<file path="src/rtl/branch_predictor.sv">
//==============================================================================
// Module      : branch_predictor
// Description : Direct-mapped branch target buffer with 2-bit saturating
//               direction counters, combinational lookup and strobed update.
//               Define BP_STATS_EN to add branch / misprediction counters.
// Revision    : 1.0 - initial release
//==============================================================================
`default_nettype none

module branch_predictor #(
    parameter int INDEX_BITS = 4
) (
    input  logic        clk,
    input  logic        reset,
    input  logic [31:0] if_pc,
    output logic        pred_taken,
    output logic [31:0] pred_target,
    input  logic        upd_valid,
    input  logic [31:0] upd_pc,
    input  logic        upd_taken,
    input  logic [31:0] upd_target,
    input  logic        upd_pred
`ifdef BP_STATS_EN
    ,
    output logic [31:0] stat_branches,
    output logic [31:0] stat_mispred
`endif
);

    localparam int ENTRIES = 1 << INDEX_BITS;
    localparam int TAG_W   = 30 - INDEX_BITS;

    logic             valid_q  [ENTRIES];
    logic [TAG_W-1:0] tag_q    [ENTRIES];
    logic [31:0]      target_q [ENTRIES];
    logic [1:0]       ctr_q    [ENTRIES];

    // Lookup path: purely combinational from the registered table
    logic [INDEX_BITS-1:0] lk_idx_w;
    logic [TAG_W-1:0]      lk_tag_w;
    logic                  lk_hit_w;

    assign lk_idx_w    = if_pc[INDEX_BITS+1:2];
    assign lk_tag_w    = if_pc[31:INDEX_BITS+2];
    assign lk_hit_w    = valid_q[lk_idx_w] && (tag_q[lk_idx_w] == lk_tag_w);
    assign pred_taken  = lk_hit_w && ctr_q[lk_idx_w][1];
    assign pred_target = pred_taken ? target_q[lk_idx_w] : (if_pc + 32'd4);

    // Update path: compute the replacement contents of the single indexed entry
    logic [INDEX_BITS-1:0] up_idx_w;
    logic [TAG_W-1:0]      up_tag_w;
    logic                  up_hit_w;
    logic                  up_we_w;
    logic [31:0]           target_d;
    logic [1:0]            ctr_d;

    assign up_idx_w = upd_pc[INDEX_BITS+1:2];
    assign up_tag_w = upd_pc[31:INDEX_BITS+2];
    assign up_hit_w = valid_q[up_idx_w] && (tag_q[up_idx_w] == up_tag_w);
    // A not-taken miss never allocates, so only hits or taken branches write
    assign up_we_w  = upd_valid && (up_hit_w || upd_taken);

    always_comb begin
        target_d = target_q[up_idx_w];
        ctr_d    = 2'b10;
        if (upd_taken) begin
            target_d = upd_target;
        end
        if (up_hit_w) begin
            if (upd_taken) begin
                ctr_d = (ctr_q[up_idx_w] == 2'b11) ? 2'b11 : ctr_q[up_idx_w] + 2'b01;
            end else begin
                ctr_d = (ctr_q[up_idx_w] == 2'b00) ? 2'b00 : ctr_q[up_idx_w] - 2'b01;
            end
        end
    end

    always_ff @(posedge clk) begin
        if (reset) begin
            for (int i = 0; i < ENTRIES; i++) begin
                valid_q[i]  <= 1'b0;
                tag_q[i]    <= '0;
                target_q[i] <= '0;
                ctr_q[i]    <= 2'b01;
            end
        end else if (up_we_w) begin
            valid_q[up_idx_w]  <= 1'b1;
            tag_q[up_idx_w]    <= up_tag_w;
            target_q[up_idx_w] <= target_d;
            ctr_q[up_idx_w]    <= ctr_d;
        end
    end

`ifdef BP_STATS_EN
    logic [31:0] branches_q;
    logic [31:0] mispred_q;

    always_ff @(posedge clk) begin
        if (reset) begin
            branches_q <= '0;
            mispred_q  <= '0;
        end else if (upd_valid) begin
            branches_q <= branches_q + 32'd1;
            if (upd_pred != upd_taken) begin
                mispred_q <= mispred_q + 32'd1;
            end
        end
    end

    assign stat_branches = branches_q;
    assign stat_mispred  = mispred_q;
`endif

    // Byte-offset bits and (without statistics) upd_pred carry no information
    logic unused_w;
    assign unused_w = ^{upd_pred, if_pc[1:0], upd_pc[1:0]};

endmodule

`default_nettype wire

</file>
<file path="config.mk">
export PLATFORM = sky130hd
export DESIGN_NAME = branch_predictor
export DESIGN_NICKNAME = d
export VERILOG_FILES = /design/src/rtl/branch_predictor.sv
export SDC_FILE = /design/constraint.sdc
export NUM_CORES = 2
export LEC_CHECK = 0
export CAP_MARGIN = 10
export CORE_ASPECT_RATIO = 0.7
export CORE_MARGIN = 2
export CORE_UTILIZATION = 32
export DETAILED_ROUTE_END_ITERATION = 6
export PLACE_DENSITY_LB_ADDON = 0.15
export SYNTH_ARGS = -nofsm -noshare
export SYNTH_HDL_FRONTEND = slang
export SYNTH_SLANG_ARGS = --single-unit
</file>
<file path="constraint.sdc">
create_clock -name clk -period 6.78 [get_ports clk]
set_input_delay 0.678 -clock clk [delete_from_list [all_inputs] [get_ports clk]]
set_output_delay 0.678 -clock clk [all_outputs]
set_load 0.02 [all_outputs]
</file>
# == Word-level counts from Yosys, hierarchy flattened ==
# Memories as Yosys holds them, arrays and structs flattened.
# Index checks and enable logic that the tools add are counted.
# totals
reg_bits,0
latch_bits,0
mem_bits_rw,976
rom_bits,0
output_inout_bits,33
memories,4
# classes
addsub,3
n_mul,0
div_mod_pow,0
n_lt_le_gt_ge,0
n_eq_ne,4
n_shift,0
muxes,23
bitwise,0
reduce_logical,11
# mem_list
memory,words,width,read_ports,rd_clocked_by_memory_dff,wr,line,rtl
target_q,16,32,1,0,16,35,logic [31:0] target_q [ENTRIES];
tag_q,16,26,2,0,16,34,logic [TAG_W-1:0] tag_q [ENTRIES];
ctr_q,16,2,2,0,16,36,logic [1:0] ctr_q [ENTRIES];
valid_q,16,1,2,0,16,33,logic valid_q [ENTRIES];
# ops
cell,count
$mux W32,3
$eq A26 B26 Y1,2
$add A32 B3 Y32 const B,1
$reduce_or A32 Y1,1
$mux W26,1
$reduce_or A26 Y1,1
$mux W4,4
$mux W1,10
$mux W2,5
$logic_and A1 B1 Y1,4
$add A2 B1 Y2 const B,1
$eq A2 B2 Y1 const B,1
$logic_not A2 Y1,1
$reduce_and A2 Y1,1
$reduce_or A2 Y1,1
$sub A2 B1 Y2 const B,1
$logic_or A1 B1 Y1,1
$ne A1 B1 Y1 const B,1
$reduce_or A1 Y1,1

# == Longest topological paths before layout ==
# An unclocked memory read counts as a cell.
# logic_depth
depth_word,11
ltp_mapped,15
ltp_nobuf,9

# == Worst setup path before layout ==
# No wires, ideal clock.
# synth_path
path_kind,input port to flip-flop
startpoint,input port upd_pc[2]
endpoint,memory ctr_q[5][0] (enable)
setup_ns,0.456
t_arrival_ns,5.257
setup_slack_ns,1.068
cell_stages,12
path_buffers,4
cell_sequence,buf_4 > buf_6 > buf_2 > mux4_2 > a32o_1 > a211oi_1 > nand4_1 > a211oi_1 > o2111a_1 > a21oi_2 > buf_4 > o31ai_1
# synth_lines
item,line,rtl
start: declaration,19,"input logic [31:0] upd_pc,"
end: declaration,36,

# == Final worst setup path ==
# layout_path
startpoint,input port if_pc[2]
endpoint,output port pred_target[14]
# layout_via
elab_chain_cells,5
# layout_rtl
item,line,rtl
start: declaration,15,"input logic [31:0] if_pc,"
$mem_v2 Z16 W26,-,
$eq A26 B26 Y1,45,assign lk_hit_w = valid_q[lk_idx_w] && (tag_q[lk_idx_w] == lk_tag_w);
$logic_and A1 B1 Y1,45,
$logic_and A1 B1 Y1,46,assign pred_taken = lk_hit_w && ctr_q[lk_idx_w][1];
$mux W32 *,47,assign pred_target = pred_taken ? target_q[lk_idx_w] : (if_pc + 32'd4);
end: declaration,17,"output logic [31:0] pred_target,"
# Mark *: on every way between the ends. The rest lies on a longest branch, timed or not.

==> results.toml <==
[outcome]
status = "finished, final reports clean"

[setup_path]
path_common_cell = "nand4_1"
critical_path_arrival_ps = 5520
crit_type = "input port to primary output"
crit_slowest_cell = "mux4_1"
r2r_slack_ps = 2090
worst_setup_path_start_kind = "input port"
crit_fanout = 40
critical_path.top_delay_family = "multiplexers"
path_cells = "buf_8, mux4_1, mux4_2, xnor2_1, nand4_1, nor4b_1, nand4_1, nor4_4, buf_12, mux2_1, clkdlybuf4s50_1"
startpoint = "if_pc[2]"
endpoint = "pred_target[14]"
critical_path.max_stage_delay_ps = 640
rr_startpoint = "tag_q[15][23]"
worstPathRequired_ps = 6100
path_depth = 11
r2r_end = "ctr_q[11][0]"
path_buf_inv = 3
end_kind = "primary output"
r2r_cells = 10

[floorplanning]
die-height_um = 334
row_count = 120
ioPinCount = 134
core_area_sq_um = 154000
die_area_sq_um = 159000
start_util_pct = 32.4
die_w_um = 475

[power]
p_sw_share_pct = 25.2
ir_drop_uv = 192
leakagePower_nw = 19.1
p_seq_share_pct = 48.2
internal-power_mw = 11.0
power_frac_comb_pct = 11.6
p_clk_share_pct = 40.1
power.density_nw_per_um2 = 256
p_switching_mw = 3.69

[sta]
finalCritPeriodShare_pct = 91.4
slew_headroom_pct = 16.5
period_minus_slack_ps = 6200
max_freq_mhz = 161
drv_slew = 0
tightest_slew_ps = 1250
setup_tns_ps = 0
rsz0062_at_grt = "no"
setup_viol = 0
hold_viol = 0
finClkSkew_ps = 20.5

[cts]
h-tree-depth = 3
cts_made_buffers = 103
cts_setup_buffers = 0
clk_latency_ps = 730
clk_pin_slew_ps = 60
postCtsHoldBufs = 0
max-clock-path-buffers = 3
cts.root.buffer_cell = "clkbuf_16"
ctsResizeCount = 0
cts_sinks = 976
cts_tree = "yes"

[place]
place_hpwl_um = 114000
io_buffers = 130
place_area_sq_um = 54000
dpl.cell_count = 5349
place.gp.congestion = 0.904

[synthesis]
synth_warnings = 0
netlist_instances = 3313
synthesis.nets = 3415
synth-edff-count = 960
ys_seq_area_share_pct = 58.6
synth_area_sq_um = 49700
synth_cell_types = 71
avgSynthCellArea_sq_um = 15.0
async_reset_ff_share_pct = 0
synth-main-ff-cell = "edfxtp_1"
synth-seq-cells = 976

[drt]
post_drt_via_cell_ratio = 5.55
postRouteAntennaNets = 0
vias = 30700
totalWireLength_um = 187000
first_iter_violations = 3848
drt-pass1-iter-count = 6
drc = 0
wl_per_cell_um = 33.7

[finish]
stdcell_count = 5539
n_fill_cell = 14400
stdcell_area_sq_um = 57300
drive_above_1_share_pct = 22.0
final_common_cell = "edfxtp_1"
utilization_pct = 37.3
layout_common_cells = "960 x edfxtp_1, 569 x and2_1, 342 x mux4_2, 196 x nor2b_1, 143 x buf_4"
syn2layout_area_growth_pct = 15.3
final_nets = 3482

[grt]
grt_max_degree = 80
grt_overflow = 0
grt_util_all_layers_pct = 23.4
grt_pass1_vias = 30400
antenna_found_initial = 17
grt_pass1_wl_um = 258000

[min_path]
hold_class = "flop to flop"

[flow_run]
max_cap_viol_count = 0
-- stage by stage --
step	setup WS, ps	total power [mW]	hold WS, ps
after floorplan	1070	8.11	448
after global placement	700	8.88	464
after detailed placement	742	8.88	470
after CTS	736	14.7	484
after global routing	542	15.1	501
final	582	14.7	487
-- area by class of cell --
class / instances / area (sq um) / area share (%)
Sequential cell: 976 / 29100 / 50.8
Multi-Input combinational cell: 1990 / 19500 / 34.0
Clock buffer: 123 / 2650 / 4.63
Timing Repair Buffer: 283 / 2650 / 4.63
Tap cell: 2074 / 2590 / 4.53
Clock inverter: 63 / 694 / 1.21
Inverter: 26 / 97.6 / 0.170
Antenna cell: 4 / 10.0 / 0.0175
-- how the worst min path moves through the flow --
stage,start,to,depth (start not counted)
finish,valid_q[6],valid_q[6],1
global route,valid_q[6],valid_q[6],1
CTS,valid_q[6],valid_q[6],1
detailed placement,valid_q[6],valid_q[6],1
global placement,valid_q[6],valid_q[6],1
floorplan,valid_q[4],valid_q[4],1
-- cell families after synthesis --
group | count (synthesis) | share of synthesized area [%]
xor gates and xnor gates | 79 | 1.39
buffers and inverters | 347 | 3.27
muxes | 517 | 19.6
AOI/OAI and AO/OA | 194 | 2.66
and+or+nand+nor | 1198 | 14.4
adders and majority gates | 2 | 0.0453
DFF | 976 | 58.6
-- flip-flops by register name, indices dropped and copies added, names as in the netlist --
register,count
ctr_q,32
tag_q,416
target_q,512
valid_q,16
-- per-layer routing --
layer | track usage (%) | wire length (um)
met5 | 0 | 46
met4 | 4.11 | 3340
met3 | 5.64 | 17300
met2 | 33.3 | 79200
met1 | 36.3 | 86800
-- cells in the mapped netlist, types with 5 or more instances --
cell | number | share of area, %
mux4_2 | 342 | 15
nand2b_1 | 18 | 0.23
mux2_2 | 17 | 0.39
nand3_1 | 32 | 0.32
mux4_1 | 8 | 0.42
a21oi_1 | 25 | 0.25
a31oi_1 | 13 | 0.16
a22o_1 | 9 | 0.16
buf_1 | 14 | 0.11
buf_2 | 58 | 0.58
o21ai_0 | 45 | 0.45
clkinv_1 | 5 | 0.038
nand4_1 | 19 | 0.24
and3_1 | 32 | 0.40
nor2_1 | 120 | 0.91
edfxtp_1 | 960 | 58
buf_6 | 19 | 0.43
xnor2_1 | 49 | 0.86
o22ai_1 | 12 | 0.15
o32ai_1 | 5 | 0.088
xor2_1 | 30 | 0.53
nor3b_1 | 62 | 0.94
clkbuf_1 | 200 | 1.5
and4_1 | 25 | 0.44
mux2i_1 | 121 | 2.4
nor4_1 | 8 | 0.10
a22oi_1 | 33 | 0.50
nor2b_1 | 199 | 2.5
buf_4 | 20 | 0.30
dfxtp_1 | 16 | 0.64
nand2_1 | 57 | 0.43
and2_1 | 569 | 7.2
a211oi_1 | 9 | 0.14
or2_2 | 5 | 0.063
clkbuf_2 | 5 | 0.050
nor3_1 | 38 | 0.38
inv_1 | 21 | 0.16
mux2_4 | 25 | 0.76
a221oi_1 | 10 | 0.18
-- power by group through the flow --
| stage | sequential [mW] | clock (mW) | combinational, mW |
|---|---|---|---|
| floorplan | 7.15 | 0 | 0.963 |
| global placement | 7.19 | 0 | 1.70 |
| detailed placement | 7.19 | 0 | 1.69 |
| CTS | 7.06 | 5.98 | 1.70 |
| global route | 7.10 | 6.19 | 1.78 |
| finish | 7.07 | 5.88 | 1.71 |
Note: power is estimated with default switching activity, not from simulation.
